## config.mk

```make
export PLATFORM = sky130hd
export DESIGN_NAME = serial_tx_arbiter_flat
export DESIGN_NICKNAME = d
export VERILOG_FILES = /design/src/rtl/serial_tx_arbiter_if.sv /design/src/rtl/serial_tx_arbiter.sv /design/src/flat_wrapper.sv
export SDC_FILE = /design/constraint.sdc
export NUM_CORES = 1
export LEC_CHECK = 0
export ABC_CLOCK_PERIOD_IN_PS = 2050
export CAP_MARGIN = 40
export CORE_ASPECT_RATIO = 2
export CORE_MARGIN = 2
export CORE_UTILIZATION = 41
export CTS_CLUSTER_SIZE = 8
export DETAILED_ROUTE_END_ITERATION = 8
export PLACE_DENSITY = 0.88
export SLEW_MARGIN = 20
export SYNTH_ARGS = -nofsm -noshare
export SYNTH_HDL_FRONTEND = slang
export SYNTH_SLANG_ARGS = --single-unit
export TNS_END_PERCENT = 30
```

## constraint.sdc

```tcl
create_clock -name clock -period 2.05 [get_ports clock]
set_clock_uncertainty 0.1 [all_clocks]
set_input_delay 0.205 -clock clock [delete_from_list [all_inputs] [get_ports clock]]
set_output_delay 0.205 -clock clock [all_outputs]
set_load 0.1 [all_outputs]
```

## src/rtl/serial_tx_arbiter_if.sv

```systemverilog
// Byte-stream bus between NUM_REQ packet sources, the arbiter and the UART
// serial_transmitter. The arbiter uses the slave view; whatever drives the
// sources and models the transmitter's tx_ready uses the master view.
interface serial_tx_arbiter_if #(
  parameter int NUM_REQ = 4
);
  // Per-source byte streams; source i occupies req_data[8*i+7:8*i].
  logic [NUM_REQ-1:0]   req_valid;
  logic [8*NUM_REQ-1:0] req_data;
  logic [NUM_REQ-1:0]   req_last;
  logic [NUM_REQ-1:0]   req_ready;

  // Single transmitter channel.
  logic [7:0]           tx_data;
  logic                 tx_data_available;
  logic                 tx_ready;

  modport master (
    output req_valid,
    output req_data,
    output req_last,
    output tx_ready,
    input  req_ready,
    input  tx_data,
    input  tx_data_available
  );

  modport slave (
    input  req_valid,
    input  req_data,
    input  req_last,
    input  tx_ready,
    output req_ready,
    output tx_data,
    output tx_data_available
  );
endinterface

```

## src/rtl/serial_tx_arbiter.sv

```systemverilog
// Packet-granular round-robin arbiter in front of one UART serial_transmitter.
// A source is locked for a whole packet (until the byte flagged req_last is
// taken), so bytes of different packets never interleave. A gap watchdog
// abandons a locked source that goes silent mid-packet for GAP_TIMEOUT cycles.
// While locked, the transmitter side is a pure combinational view of the
// granted source; everything else (busy, grant_id, timeout_pulse) is a flop.
module serial_tx_arbiter #(
  parameter int NUM_REQ     = 4,      // 2..8 requesters
  parameter int GAP_TIMEOUT = 48000   // silent cycles before forced release, 0 = off
) (
  input  logic                 clock,
  input  logic                 reset_n,
  serial_tx_arbiter_if.slave   bus,
  output logic [2:0]           grant_id,
  output logic                 busy,
  output logic                 timeout_pulse
);

  // Source index width; one extra bit is used for the wrap-around sum.
  localparam int                PTR_W     = (NUM_REQ > 1) ? $clog2(NUM_REQ) : 1;
  localparam int                SUM_W     = PTR_W + 1;
  localparam logic [PTR_W-1:0]  LAST_IDX  = PTR_W'(NUM_REQ - 1);
  localparam logic [SUM_W-1:0]  NUM_REQ_S = SUM_W'(NUM_REQ);

  // Watchdog compare value; the 16-bit counter saturates at GAP_MAX.
  localparam bit                GAP_EN    = (GAP_TIMEOUT > 0);
  localparam logic [15:0]       GAP_LIMIT = GAP_EN ? 16'(GAP_TIMEOUT - 1) : 16'hFFFF;
  localparam logic [15:0]       GAP_MAX   = 16'hFFFF;

  typedef enum logic [1:0] {
    ST_IDLE   = 2'b01,
    ST_LOCKED = 2'b10
  } state_e;

  // Registered state.
  state_e              state_q;
  logic [PTR_W-1:0]    rr_ptr_q;
  logic [PTR_W-1:0]    grant_q;
  logic [15:0]         gap_cnt_q;
  logic                busy_q;
  logic                timeout_q;

  // Combinational decode.
  logic                locked_s;
  logic                g_valid_s;
  logic                g_last_s;
  logic                xfer_s;
  logic                last_xfer_s;
  logic                gap_fire_s;
  logic                win_found_s;
  logic [PTR_W-1:0]    win_idx_s;
  logic [PTR_W-1:0]    next_ptr_s;
  logic [PTR_W:0]      pick_s;
  logic [7:0]          tx_data_s;
  logic                tx_avail_s;
  logic [NUM_REQ-1:0]  req_ready_s;

  // Round-robin search: first valid source scanning ptr, ptr+1, ... with
  // wrap-around. Returns {found, index}.
  function automatic logic [PTR_W:0] rr_pick(
    input logic [NUM_REQ-1:0] valid,
    input logic [PTR_W-1:0]   ptr
  );
    logic             found;
    logic [PTR_W-1:0] idx;
    logic [SUM_W-1:0] sum;
    found = 1'b0;
    idx   = '0;
    for (int i = 0; i < NUM_REQ; i++) begin
      sum = {1'b0, ptr} + SUM_W'(i);
      if (sum >= NUM_REQ_S) begin
        sum = sum - NUM_REQ_S;
      end else begin
        sum = sum;
      end
      if (!found && valid[sum[PTR_W-1:0]]) begin
        found = 1'b1;
        idx   = sum[PTR_W-1:0];
      end else begin
        found = found;
      end
    end
    return {found, idx};
  endfunction

  // Successor of a source index, wrapping NUM_REQ-1 back to 0.
  function automatic logic [PTR_W-1:0] next_index(input logic [PTR_W-1:0] g);
    logic [PTR_W-1:0] n;
    if (g == LAST_IDX) begin
      n = '0;
    end else begin
      n = g + PTR_W'(1);
    end
    return n;
  endfunction

  assign locked_s    = (state_q == ST_LOCKED);
  assign pick_s      = rr_pick(bus.req_valid, rr_ptr_q);
  assign win_found_s = pick_s[PTR_W];
  assign win_idx_s   = pick_s[PTR_W-1:0];
  assign next_ptr_s  = next_index(grant_q);

  // Granted-source view and transfer / watchdog events for this cycle.
  always_comb begin
    g_valid_s   = bus.req_valid[grant_q];
    g_last_s    = bus.req_last[grant_q];
    xfer_s      = locked_s && g_valid_s && bus.tx_ready;
    last_xfer_s = xfer_s && g_last_s;
    if (GAP_EN) begin
      gap_fire_s = locked_s && !g_valid_s && (gap_cnt_q == GAP_LIMIT);
    end else begin
      gap_fire_s = 1'b0;
    end
  end

  // Transmitter-side mux: transparent path from the locked source only.
  // tx_data_available never depends on tx_ready.
  always_comb begin
    tx_data_s   = 8'h00;
    tx_avail_s  = 1'b0;
    req_ready_s = '0;
    if (locked_s) begin
      tx_data_s            = bus.req_data[{grant_q, 3'b000} +: 8];
      tx_avail_s           = g_valid_s;
      req_ready_s[grant_q] = bus.tx_ready;
    end else begin
      tx_data_s   = 8'h00;
      tx_avail_s  = 1'b0;
      req_ready_s = '0;
    end
  end

  assign bus.tx_data           = tx_data_s;
  assign bus.tx_data_available = tx_avail_s;
  assign bus.req_ready         = req_ready_s;

  assign grant_id      = 3'(grant_q);
  assign busy          = busy_q;
  assign timeout_pulse = timeout_q;

  // Arbitration FSM with gap watchdog and registered status outputs.
  always_ff @(posedge clock or negedge reset_n) begin
    if (!reset_n) begin
      state_q   <= ST_IDLE;
      rr_ptr_q  <= '0;
      grant_q   <= '0;
      gap_cnt_q <= 16'h0000;
      busy_q    <= 1'b0;
      timeout_q <= 1'b0;
    end else begin
      timeout_q <= 1'b0;
      case (state_q)
        ST_IDLE: begin
          // Counter starts from zero on every entry to LOCKED.
          gap_cnt_q <= 16'h0000;
          if (win_found_s) begin
            grant_q <= win_idx_s;
            state_q <= ST_LOCKED;
            busy_q  <= 1'b1;
          end else begin
            state_q <= ST_IDLE;
            busy_q  <= 1'b0;
          end
        end

        ST_LOCKED: begin
          if (last_xfer_s || gap_fire_s) begin
            // Packet done or abandoned: give the next source first chance.
            // New requests seen this cycle wait for the IDLE cycle.
            state_q   <= ST_IDLE;
            busy_q    <= 1'b0;
            rr_ptr_q  <= next_ptr_s;
            gap_cnt_q <= 16'h0000;
            timeout_q <= gap_fire_s;
          end else begin
            state_q <= ST_LOCKED;
            busy_q  <= 1'b1;
            // Only source silence counts; a stalled transmitter does not.
            if (g_valid_s) begin
              gap_cnt_q <= 16'h0000;
            end else if (gap_cnt_q != GAP_MAX) begin
              gap_cnt_q <= gap_cnt_q + 16'd1;
            end else begin
              gap_cnt_q <= gap_cnt_q;
            end
          end
        end

        default: begin
          // Unreachable encoding: fall back to a clean idle state.
          state_q   <= ST_IDLE;
          busy_q    <= 1'b0;
          gap_cnt_q <= 16'h0000;
        end
      endcase
    end
  end

endmodule

```

## src/flat_wrapper.sv

```systemverilog
// flat-port wrapper written by rule: the top's interface ports become plain ports
module serial_tx_arbiter_flat 
#(
  parameter int NUM_REQ     = 4,                        
  parameter int GAP_TIMEOUT = 48000                                                  
)
  (clock, reset_n, grant_id, busy, timeout_pulse, bus_req_valid, bus_req_data, bus_req_last, bus_tx_ready, bus_req_ready, bus_tx_data, bus_tx_data_available);
  serial_tx_arbiter_if #(.NUM_REQ(NUM_REQ)) bus_i ();
  input  logic clock;
  input  logic reset_n;
  output logic [2:0] grant_id;
  output logic busy;
  output logic timeout_pulse;
  input wire logic [$bits(bus_i.req_valid)-1:0] bus_req_valid;
  input wire logic [$bits(bus_i.req_data)-1:0] bus_req_data;
  input wire logic [$bits(bus_i.req_last)-1:0] bus_req_last;
  input wire logic [$bits(bus_i.tx_ready)-1:0] bus_tx_ready;
  output wire logic [$bits(bus_i.req_ready)-1:0] bus_req_ready;
  output wire logic [$bits(bus_i.tx_data)-1:0] bus_tx_data;
  output wire logic [$bits(bus_i.tx_data_available)-1:0] bus_tx_data_available;
  assign bus_i.req_valid = bus_req_valid;
  assign bus_i.req_data = bus_req_data;
  assign bus_i.req_last = bus_req_last;
  assign bus_i.tx_ready = bus_tx_ready;
  assign bus_req_ready = bus_i.req_ready;
  assign bus_tx_data = bus_i.tx_data;
  assign bus_tx_data_available = bus_i.tx_data_available;
  serial_tx_arbiter #(.NUM_REQ(NUM_REQ), .GAP_TIMEOUT(GAP_TIMEOUT)) u_core (.clock(clock), .reset_n(reset_n), .bus(bus_i), .grant_id(grant_id), .busy(busy), .timeout_pulse(timeout_pulse));
endmodule
```

==> impl_metrics.csv, run 1 <==
group,metric,value,unit
run_status,status,"finished, violations left",
run_status,violations,"negative setup slack",
clock_tree,path_clk_slew,0.08,ns
yosys,synth_seq_area_share,33.6,%
global_route,met3_usage,4.23,%
yosys,synth_top_flop_cell,"dfrtp_1",
sta,slew_headroom,66.8,%
final_layout,syn2layout_area_growth,64.1,%
yosys,synthCells,176,
flow_run,maxCapViolations,0,
global_route,grt.met1_usage,25.2,%
worst_setup_path,crit_family,"simple AND/OR/NAND/NOR gates",
clock_tree,ctsHoldBuffers,0,
power_and_ir_drop,ir_worst_vdd,0.000684,V
final_layout,final_area,2810,um^2
floorplan,ios,61,
yosys,syn_nets,226,
final_layout,drive_above_1_share,33.6,%
placed_design,gp_congestion,0.918,
global_route,grt-ovfl-total,0,
routing,dr_total_vias,1821,
final_layout,ff_latch_area,586,um^2
yosys,yosys_warnings,0,
power_and_ir_drop,p_leak,1.11,nW
global_route,grt_pass1_wl,8.65,mm
worst_setup_path,rr_startpoint,"u_core.gap_cnt_q[10]",
global_route,top_usage_layer,"met2",
global_route,met2_usage,44.2,%
routing,drtPass1Iterations,5,
clock_tree,clock-sinks,23,
worst_setup_path,cp-end-kind,"register",
worst_hold_path,hold_path_class,"in -> async",
final_layout,n_antenna_cell,0,
yosys,avgSynthCellArea,9.74,um^2
floorplan,die_w,49.7,um
clock_tree,clk_path_buf_depth,2,
global_route,antenna_found_initial,0,
routing,viasPerCell,5.86,
sta,worst_slew_pin_slew,0.494,ns
floorplan,die_h,95.4,um
clock_tree,cts_tree,"built",
routing,wirelength,5.74,mm
final_layout,final.fill_count,298,
worst_setup_path,cp_max_fo,3,
worst_setup_path,cp.required,2.11,ns
global_route,grt_pass1_vias,1748,
yosys,async_flop_share,100,%
floorplan,coreArea,4050,um^2
placed_design,io_buffer_count,59,
worst_setup_path,ff2ff_setup_slack,-0.14,ns
clock_tree,cts-buffers-inserted,3,
sta,drv_slew,0,
clock_tree,root_buffer,"clkbuf_8",
floorplan,start_util,42.4,%
clock_tree,clk_latency,0.27,ns
power_and_ir_drop,p_per_area,887,nW/um^2
worst_setup_path,cp.arrival,2.25,ns
worst_setup_path,r2r_end,"u_core.rr_ptr_q[1]",
routing,drc,0,
worst_setup_path,worst_setup_path_start_kind,"register",
sta,hold_violations,0,
routing,drt_iter0_markers,75,
sta,setup_violations,23,
worst_setup_path,crit_buf_inv,0,
placed_design,placed_cell_area,2710,um^2
yosys,yosysUniqueCellTypes,41,
final_layout,final_nets,310,
sta,min_period,2.19,ns
clock_tree,htreeDepth,1,
sta,rsz0062_at_grt,"true",
worst_setup_path,r2r_cells,4,
global_route,grt.total_usage,23.9,%
final_layout,final_util,69.5,%
yosys,synth-edff-count,0,
yosys,ys_seq_elements,23,
placed_design,dp_hpwl,4.44,mm
worst_setup_path,max_stage_delay,0.55,ns
global_route,grt_max_degree,18,
final_layout,multiInputGateArea,1110,um^2
floorplan,die_area,4750,um^2
sta,fin_crit_sh,107,%
worst_setup_path,slowest_stage,"or4b_4",
routing,ant_nets,0,
worst_setup_path,crit_chain,"or4b_4, or4_4, o21a_4, mux2_4",
floorplan,rows,33,
sta,timing.fmax,457,MHz
yosys,synth_area,1710,um^2
sta,fin_ws,-0.138,ns
worst_setup_path,criticalPathCategory,"reg -> reg",
routing,wl_per_cell,18.4,um
## worst register-to-register path, stage by stage, from the launching register on
cell and delay (ns):
dfrtp_1 0.41, or4b_4 0.55, or4_4 0.50, o21a_4 0.23, mux2_4 0.29
## flip-flops by register name, indices dropped and copies added (netlist names)
register	count
u_core.gap_cnt_q	16
u_core.grant_q	2
u_core.rr_ptr_q	2
u_core.busy	1
u_core.state_q	1
u_core.timeout_pulse	1
## worst max-delay path by stage
| stage | start | endpoint | slack [ns] | depth (start not counted) |
|---|---|---|---|---|
| after floorplan | u_core.gap_cnt_q[7] | u_core.rr_ptr_q[0] | -0.11 | 4 |
| after global placement | u_core.gap_cnt_q[7] | u_core.rr_ptr_q[0] | -0.09 | 4 |
| after detailed placement | u_core.gap_cnt_q[7] | u_core.rr_ptr_q[1] | -0.13 | 4 |
| after CTS | u_core.gap_cnt_q[10] | u_core.rr_ptr_q[1] | -0.14 | 4 |
| after global routing | u_core.gap_cnt_q[10] | u_core.rr_ptr_q[1] | -0.17 | 4 |
| final | u_core.gap_cnt_q[10] | u_core.rr_ptr_q[1] | -0.14 | 4 |
## power by group
group          internal (mW)  switching, mW  total (mW)  leakage, nW
clock network          0.139          0.152       0.291       0.0228
logic                  0.705          0.855        1.56        0.783
registers              0.532          0.112       0.644        0.308
total                   1.38           1.12        2.50         1.11
## Yosys cell counts, types with 5 or more instances
library cell | n | area (um^2)
and2_1 | 10 | 62.6
and3_1 | 5 | 31.3
or3_1 | 6 | 37.5
inv_1 | 9 | 33.8
o31ai_1 | 6 | 45.0
mux4_2 | 10 | 225
o21ai_0 | 7 | 35.0
nor2_1 | 12 | 45.0
dfrtp_1 | 22 | 551
nand2_1 | 9 | 33.8
nand4_1 | 6 | 37.5
nand3_1 | 5 | 25.0
or4_1 | 5 | 37.5
ha_1 | 7 | 87.6
a21oi_1 | 12 | 60.1
## per-layer routing
metal	up-vias	routed length [um]
met5	-	0
met4	0	270
met3	23	276
met2	82	3240
met1	890	1950
li1	826	-
## stage by stage
step                      cells  total power, mW  hold WS [ns]  TNS [ns]  setup WS, ns
after global placement      304             2.12         0.403    -0.864       -0.0893
after floorplan             176             1.66        -0.191    -0.698        -0.108
after global routing        311             2.60         0.132     -2.43        -0.171
final                       311             2.50         0.117     -1.39        -0.138
after detailed placement    304             2.18         0.419     -1.71        -0.134
after CTS                   309             2.48         0.132    -0.796        -0.143
## layout make-up
| cell class | instances | area share [%] |
|---|---|---|
| timing repair buffer | 86 | 34.4 |
| clock buffer | 4 | 1.60 |
| multi-input combinational | 137 | 39.6 |
| tap | 52 | 2.31 |
| sequential | 23 | 20.8 |
| inverter | 9 | 1.20 |
## logic make-up (layout without fill, tap and decap cells)
kind of cell | count (synthesis) | count (layout) | synth area share, %
mux | 17 | 17 | 17.9
buf+inv | 16 | 99 | 4.09
flops | 23 | 23 | 33.7
other cells | 1 | 1 | 0.219
simple gates | 77 | 77 | 25.7
fa+ha+maj | 7 | 7 | 5.11
xor+xnor | 1 | 1 | 0.511
compound gates | 34 | 34 | 12.8
## cell usage in the layout (no fill, tap or decap), types with 2 or more instances in the layout
master,netlist,routed
clkdlybuf4s50_1,0,42
buf_4,2,27
dfrtp_1,22,19
buf_12,0,16
a21oi_1,12,12
nor2_1,12,12
mux4_2,10,10
inv_1,9,9
nand2_1,9,9
and2_4,0,8
o21ai_0,7,7
ha_1,7,7
nand4_1,6,6
o31ai_1,6,6
or3_1,6,6
nand3_1,5,5
or4_1,5,5
mux2i_1,4,4
nor3_1,4,4
or2_2,4,4
and3_2,0,3
clkbuf_8,0,3
o41ai_1,2,2
nor2b_1,2,2
nor4_2,1,2
mux2_4,2,2
nor4_1,3,2
a211oi_1,2,2
dfrtp_4,0,2
## what timing repair did
item / 4_1_cts / 5_1_grt
gates cloned: 0 / 1
setup endpoints to repair: 27 / 27
setup buffers: 1 / 1
gates resized for setup: 4 / 0
pin swaps: 12 / 3
No activity file was read; power rests on OpenSTA's default activity.
==> run 2: changes to the inputs <==
- RECOVER_POWER: unset -> 100
==> run 2 against run 1 <==
Effect of this change:
- the flow still finishes with violations (negative setup slack)
- cell count did not move
- total power fell by 0.96%
- flip-flop and latch count did not move
- sequential power barely moved
- highest routed layer unchanged
==> impl_metrics.csv, run 2 (synthesis results as in run 1) <==
group,metric,value,unit
clock_tree,htreeDepth,1,
final_layout,final_common_cell,"clkdlybuf4s50_1",
placed_design,io_buffer_count,59,
run_status,violations,"negative setup slack",
final_layout,largest_reg_flops,16,
clock_tree,root_buffer,"clkbuf_8",
clock_tree,path_clk_slew,0.08,ns
sta,min_period,2.19,ns
routing,viasPerCell,5.89,
routing,dr_total_vias,1832,
final_layout,final.fill_count,307,
clock_tree,cts_tree,"built",
sta,fin_ws,-0.137,ns
placed_design,dp_hpwl,4.44,mm
routing,drtPass1Iterations,6,
floorplan,start_util,42.4,%
final_layout,final_nets,310,
global_route,grt.total_usage,23.9,%
worst_setup_path,cp-end-kind,"register",
placed_design,gp_congestion,0.918,
sta,slew_headroom,42.1,%
floorplan,ios,61,
clock_tree,cts-buffers-inserted,3,
sta,drv_slew,0,
clock_tree,ctsHoldBuffers,0,
global_route,grt-ovfl-total,0,
worst_setup_path,criticalPathCategory,"reg -> reg",
global_route,antenna_found_initial,0,
clock_tree,clk_latency,0.27,ns
sta,hold_violations,0,
routing,drc,0,
floorplan,die_w,49.7,um
final_layout,multiInputGateArea,1110,um^2
final_layout,drive_above_1_share,32.0,%
worst_setup_path,worst_setup_path_start_kind,"register",
sta,timing.fmax,457,MHz
sta,rsz0062_at_grt,"true",
floorplan,die_h,95.4,um
sta,worst_slew_pin_slew,0.868,ns
placed_design,placed_cell_area,2710,um^2
worst_hold_path,hold_path_class,"in -> async",
power_and_ir_drop,p_per_area,886,nW/um^2
run_status,status,"finished, violations left",
floorplan,rows,33,
final_layout,largest_register,"u_core.gap_cnt_q",
routing,wl_per_cell,18.4,um
worst_setup_path,setup.worst_path.start,"u_core.gap_cnt_q[10]",
floorplan,die_area,4750,um^2
final_layout,final_area,2790,um^2
global_route,grt_pass1_wl,8.65,mm
global_route,grt_pass1_vias,1748,
floorplan,coreArea,4050,um^2
power_and_ir_drop,p_total,2.47,mW
sta,fin_crit_sh,107,%
clock_tree,clock-sinks,23,
power_and_ir_drop,ir_worst_vdd,0.000672,V
worst_setup_path,cp.required,2.11,ns
sta,setup_violations,21,
clock_tree,clk_path_buf_depth,2,
worst_setup_path,cp_max_fo,3,
flow_run,maxCapViolations,0,
final_layout,ff_latch_area,586,um^2
final_layout,final_cell_mix,"41 x clkdlybuf4s50_1, 19 x buf_4, 19 x dfrtp_1",
routing,drt_iter0_markers,90,
routing,ant_nets,0,
global_route,grt_max_degree,18,
final_layout,largestRegisters,"u_core.gap_cnt_q x16, u_core.grant_q x2, u_core.rr_ptr_q x2",
final_layout,syn2layout_area_growth,62.8,%
worst_setup_path,cp.arrival,2.25,ns
final_layout,n_antenna_cell,0,
power_and_ir_drop,p_leak,1.10,nW
worst_setup_path,rr_startpoint,"u_core.gap_cnt_q[10]",
routing,wirelength,5.73,mm
## run 2: cell count changes in the layout (fill, tap and decap cells not counted), sizes merged
cell / previous run / this run
dlygate4sd3: 0 / 1
buf: 43 / 35
clkbuf: 5 / 13
clkdlybuf4s50: 42 / 41
## run 2: cell type report
type,count,area share (%)
clock buffer,4,1.61
inverter,9,1.21
multi-input combinational,137,40.0
sequential,23,21.0
tap,52,2.33
timing repair buffer,86,33.9
## run 2: power breakdown
part           internal, mW  total (mW)  leakage, nW  switching (mW)
Combinational         0.685        1.54        0.767           0.855
Sequential            0.532       0.645        0.308           0.113
Clock                 0.139       0.287       0.0228           0.148
## run 2: worst paths after layout
kind	to	slack (ns)	depth (start not counted)
worst max register to register	u_core.rr_ptr_q[1]	-0.14	4
min in group clock	u_core.gap_cnt_q[15]	0.45	1
worst min register to register	u_core.gap_cnt_q[15]	0.45	1
worst max-delay path	u_core.rr_ptr_q[1]	-0.14	4
max in group asynchronous	u_core.gap_cnt_q[7]	0.55	2
worst min-delay path	u_core.gap_cnt_q[4]	0.19	1
## run 2: stage by stage
stage / util, % / TNS [ns] / setup slack [ns] / hold WS [ns] / cells
6_report: 69.0 / -1.40 / -0.137 / 0.191 / 311
5_1_grt: 69.0 / -2.45 / -0.171 / 0.201 / 311
4_1_cts: 68.7 / -0.796 / -0.143 / 0.132 / 309
3_5_place_dp: 66.9 / -1.71 / -0.134 / 0.419 / 304
3_3_place_gp: 66.9 / -0.864 / -0.0893 / 0.403 / 304
2_1_floorplan: - / -0.698 / -0.108 / -0.191 / 176
## run 2: per-layer routing
metal	up-vias	part of all wire, %	track usage, %
met5	-	0	0
met4	0	4.7	12.3
met3	23	4.9	4.23
met2	82	57	44.2
met1	897	34	25.2
li1	830	-	-
## run 2: worst max-delay path, stage by stage (launching register included)
cell     delay, ns
dfrtp_1       0.40
or4b_4        0.55
or4_4         0.50
o21a_4        0.23
mux2_4        0.29
## run 2: what timing repair did
item	4_1_cts	5_1_grt
buffers inserted	1	1
cloned	0	1
pin swaps	12	3
endpoints found under the setup margin	27	27
resized for setup	4	0
==> variant 1, RTL diff (config.mk and constraints of run 1) <==
`NUM_REQ` is set to 4 in 3 places; all go to 2.
--- a/src/rtl/serial_tx_arbiter_if.sv
+++ b/src/rtl/serial_tx_arbiter_if.sv
@@ -4,3 +4,3 @@
 interface serial_tx_arbiter_if #(
-  parameter int NUM_REQ = 4
+  parameter int NUM_REQ = 2
 );
--- a/src/rtl/serial_tx_arbiter.sv
+++ b/src/rtl/serial_tx_arbiter.sv
@@ -7,3 +7,3 @@
 module serial_tx_arbiter #(
-  parameter int NUM_REQ     = 4,      // 2..8 requesters
+  parameter int NUM_REQ     = 2,      // 2..8 requesters
   parameter int GAP_TIMEOUT = 48000   // silent cycles before forced release, 0 = off
--- a/src/flat_wrapper.sv
+++ b/src/flat_wrapper.sv
@@ -3,3 +3,3 @@
 #(
-  parameter int NUM_REQ     = 4,                        
+  parameter int NUM_REQ     = 2,                        
   parameter int GAP_TIMEOUT = 48000                                                  
Interface: changed (resized bus_req_data, bus_req_last, bus_req_ready and bus_req_valid); port bits go from 61 to 39. No check against the original RTL was run, so the function may have changed too.
==> variant 1 against run 1 <==
  * Synthesized cell count shrank 18%
  * Global-route usage shrank 2.7 points
  * Die area shrank 17%
  * Total power shrank 24%
  * Sequential cell count shrank 2
  * Synthesized area shrank 18%
  * Design area shrank 25%
  * Critical path depth grew 2
  * First-iteration DRC count shrank 69%
  * Worst setup slack gained 0.24 ns
  * Wire length shrank 31%
==> variant 1: results (changes against run 1) <==
Status -> finished clean
Crit Path Max Fanout -> 6 (+3)
YS warnings -> 0 (unchanged)
Post-synthesis mux area share -> 0.0723 (-0.107)
DRT iter0 DRCs -> 23 (-69%)
Max IR drop VDD -> 0.599 mV (-12%)
Synth Area in Adders -> 0.0268 (-0.0243)
Clock transition at path regs -> 0.08 ns (about the same)
Hold Path Class -> primary input to async pin
Drt pass-1 iters -> 4 (-1)
Syn avg cell area -> 9.66 µm² (-0.77%)
GRT met2 Usage -> 0.417 (-0.0253)
CTS resizes -> 0 (-4)
Flip-flop count of the largest register, all copies and words added -> 16 (unchanged)
Endpoints failing setup -> 0 (-100%)
First-pass GRT wire length -> 6.05 mm (-30%)
Area contributors post-synth -> dfrtp_1, mux2i_1, nor2b_1, xnor2_1, a21oi_1
Port bufs -> 36 (-39%)
GRT Total Usage -> 0.212 (-0.0267)
Relative slew slack -> 0.649 (-0.0191)
Vias -> 1316 (-28%)
Drt via density -> 5.82 (-0.55%)
CTS root buffer -> clkbuf_8
Leakage -> 0.786 nW (-29%)
Initial antenna violation count -> 0 (unchanged)
Seq/Total Area, Yosys -> 0.376 (+0.0394)
N_diodes -> 0 (unchanged)
Largest net degree at the start of global routing -> 22 (+4)
Number of buffers created by CTS -> 3 (unchanged)
Filler Cell Count -> 246 (-17%)
Final #Nets -> 221 (-29%)
Synth unique cells -> 42 (+2.4%)
Async S/R FF share, synth -> 1.00 (unchanged)
Dpl hpwl -> 3.14 mm (-29%)
Critical path's slowest cell -> or4_4
Top reg by flops -> u_core.gap_cnt_q
CTS H-tree lvls -> 1 (unchanged)
Layout cell share with drive strength beyond 1 -> 0.304 (-0.0318)
Worst path max stage delay -> 0.58 ns (+0.03 ns)
Synth Area in Compound Gates -> 0.144 (+0.0153)
RePlAce Congestion -> 0.867 (-5.5%)
Postcts setup bufs -> 0 (-1)
Crit path DAT -> 1.98 ns (-0.27 ns)
Met3 usage -> 0.0479 (+0.00560)
Xor and xnor area share after synthesis -> 0.0562 (+0.0511)
GRT met1 Usage -> 0.177 (-0.0746)
Area leader, netlist -> dfrtp_1
Pre-CTS setup slack -> 0.0305 ns (+0.164 ns)
Skew-Pair Late Insertion Delay -> 0.27 ns (about the same)
Routed length per placed instance -> 17.4 µm (-5.5%)
Clk buf depth -> 2 (unchanged)
Leading cell types by count after synthesis -> dfrtp_1, a21oi_1, nand2_1, nor2b_1, mux2i_1
## variant 1: layout make-up
class	count	area, µm²	share of cell area
tap	32	40.0	0.0190
clock buffer	3	41.3	0.0196
clock inverter	1	7.51	0.00357
sequential	21	531	0.252
timing repair buffer	52	596	0.283
multi-input combinational	113	872	0.415
inverter	4	15.0	0.00714
## variant 1: worst max-delay path: cells and delay by family, from the launching register on
family / cells / cell delay [ns]
AND/OR/NAND/NOR: 2 / 0.70
flip-flops: 1 / 0.36
buffers and inverters: 1 / 0.17
AO/OA/AOI/OAI: 2 / 0.25
adder cells (fa/ha/maj): 1 / 0.24
## variant 1: path summary, 6_finish.rpt
path	start	endpoint	slack, ns	cells past startpoint
min in group clock	u_core.rr_ptr_q	u_core.rr_ptr_q	0.47	2
hold reg to reg	u_core.rr_ptr_q	u_core.rr_ptr_q	0.47	2
max in group asynchronous	reset_n	u_core.state_q[0]	1.40	2
hold / removal	reset_n	u_core.timeout_pulse	0.17	2
setup reg to reg	u_core.gap_cnt_q[1]	u_core.gap_cnt_q[14]	0.11	6
setup / recovery	u_core.gap_cnt_q[1]	u_core.gap_cnt_q[14]	0.11	6
## variant 1: metrics by stage
stage          total power, mW  instance area (µm²)
2_1_floorplan             1.28                 1490
3_3_place_gp              1.59                 2050
3_5_place_dp              1.62                 2050
4_1_cts                   1.90                 2100
5_1_grt                   1.97                 2100
6_report                  1.89                 2100
## variant 1: layer usage
metal | part of all wire | vias to the layer above
met5 | 0 | -
met4 | 0.035 | 0
met3 | 0.064 | 11
met2 | 0.59 | 60
met1 | 0.31 | 615
li1 | - | 630
## variant 1: where the power goes
group          switching [mW]  total [mW]  internal, mW
logic                   0.670        1.11         0.439
registers              0.0309       0.496         0.465
clock network           0.149       0.287         0.138
total                   0.850        1.89          1.04
==> variant 2, RTL diff (config.mk and constraints of run 1) <==
Made on the original files. Put one more register stage on the output `timeout_pulse`, with the module's reset. The value now appears one clock later. The other outputs are not delayed to match.
--- a/src/rtl/serial_tx_arbiter.sv
+++ b/src/rtl/serial_tx_arbiter.sv
@@ -138,3 +138,9 @@
   assign busy          = busy_q;
-  assign timeout_pulse = timeout_q;
+  always_ff @(posedge clock or negedge reset_n) begin
+    if (!reset_n) begin
+      timeout_pulse <= '0;
+    end else begin
+      timeout_pulse <= timeout_q;
+    end
+  end
 
Check against the original RTL: no difference found for any inputs over 10 cycles, from zero or initial values and one cycle with reset_n low; that may be too few to reach the edited logic, so the function may still have changed.
==> variant 2 against run 1 <==
  * Wire length shrank 3.0%
  * Combinational power up 7%
  * Utilization decreased by 2.3 points
  * Sequential cell count rose by 1
  * Largest cell class unchanged
  * Synthesized cell count shrank 2.3%
  * Critical endpoint is now bus_tx_data[6]
  * The run still ends with setup timing left
  * Worst setup slack gained 0.13 ns
  * Highest routed layer unchanged
  * Design area shrank 2.3%
  * Non-clock buffer count decreased by 9
  * Total power increased by 9.7%
  * Synthesized area is 1.3% higher
==> variant 2: results (changes against run 1) <==
Crit Path Max Fanout -> 8 (+5)
Post-synthesis mux area share -> 0.169 (-0.0102)
Critical path's slowest cell -> mux4_2
Seq/Total Area, Yosys -> 0.347 (+0.0100)
Power Internal -> 1.56 mW (+13%)
Postcts setup bufs -> 2 (+1)
First-pass GRT wire length -> 8.64 mm (-0.16%)
Fin worst setup slack -> -0.00546 ns (+0.132 ns)
R2R Path End -> u_core.rr_ptr_q[0]
CTS resizes -> 6 (+2)
Crit path DAT -> 1.75 ns (-0.50 ns)
Worst Setup SP -> u_core.grant_q[0]
Status -> finished with violations
Drt via density -> 5.68 (-3.0%)
Number of global-route vias before repair -> 1803 (+3.1%)
Synth unique cells -> 44 (+7.3%)
GRT Total Usage -> 0.241 (+0.00203)
Layout cell share with drive strength beyond 1 -> 0.309 (-0.0270)
Pre-CTS setup slack -> -0.0832 ns (+0.0504 ns)
Drt pass-1 iters -> 4 (-1)
Final #Nets -> 297 (-4.2%)
Leakage -> 1.13 nW (+1.8%)
DRT iter0 DRCs -> 54 (-28%)
R2r setup slk -> 0.04 ns (+0.18 ns)
Endpoints failing setup -> 2 (-91%)
Setup Total Neg Slack -> -0.00720 ns (+1.38 ns)
Routed length per placed instance -> 18.7 µm (+1.2%)
Worst reg2reg path depth -> 5 (+1)
Failing checks -> setup timing
Xor and xnor area share after synthesis -> 0.0504 (+0.0453)
Leading cell types by count after synthesis -> dfrtp_1, nor2_1, nand3_1
Dpl hpwl -> 4.38 mm (-1.3%)
-- variant 2: power groups by stage --
stage                     combinational, mW  sequential [mW]  clock [mW]
after global routing                   1.75            0.652       0.438
after CTS                              1.67            0.642       0.424
after global placement                 1.57            0.643           0
after floorplan                       0.909            0.803           0
after detailed placement               1.61            0.647           0
final                                  1.67            0.646       0.421
-- variant 2: layout make-up --
class	count	area, µm²
Timing Repair Buffer	77	886
Tap cell	52	65.1
Fill cell	279	1340
Clock inverter	1	30.0
Multi-Input combinational cell	135	1090
Sequential cell	24	611
Clock buffer	3	41.3
Inverter	6	22.5
-- variant 2: worst reg2reg max path: stages, from the launching register on --
cell and delay (ns):
dfrtp_4 0.46, mux4_2 0.56, nand2b_4 0.19, nor3_4 0.13, nand2b_4 0.17, mux2_4 0.29
-- variant 2: through the flow --
step | instances | instance area (µm²)
6_report | 298 | 2750
5_1_grt | 298 | 2750
4_1_cts | 298 | 2740
3_5_place_dp | 292 | 2640
3_3_place_gp | 292 | 2640
2_1_floorplan | 172 | 1770
-- variant 2: worst max path at each step --
| stage | end | cells past startpoint |
|---|---|---|
| 6_report | bus_tx_data[6] | 4 |
| 5_1_grt | bus_tx_data[7] | 4 |
| 4_1_cts | bus_tx_data[6] | 4 |
| 3_5_place_dp | u_core.rr_ptr_q[1] | 6 |
| 3_3_place_gp | u_core.rr_ptr_q[1] | 6 |
| 2_1_floorplan | u_core.rr_ptr_q[0] | 5 |
-- variant 2: layer usage --
layer / track usage / part of all wire / vias to the layer above
li1: - / - / 774
met1: 0.209 / 0.31 / 823
met2: 0.514 / 0.61 / 78
met3: 0.0357 / 0.050 / 17
met4: 0.0903 / 0.035 / 0
met5: 0 / 0 / -
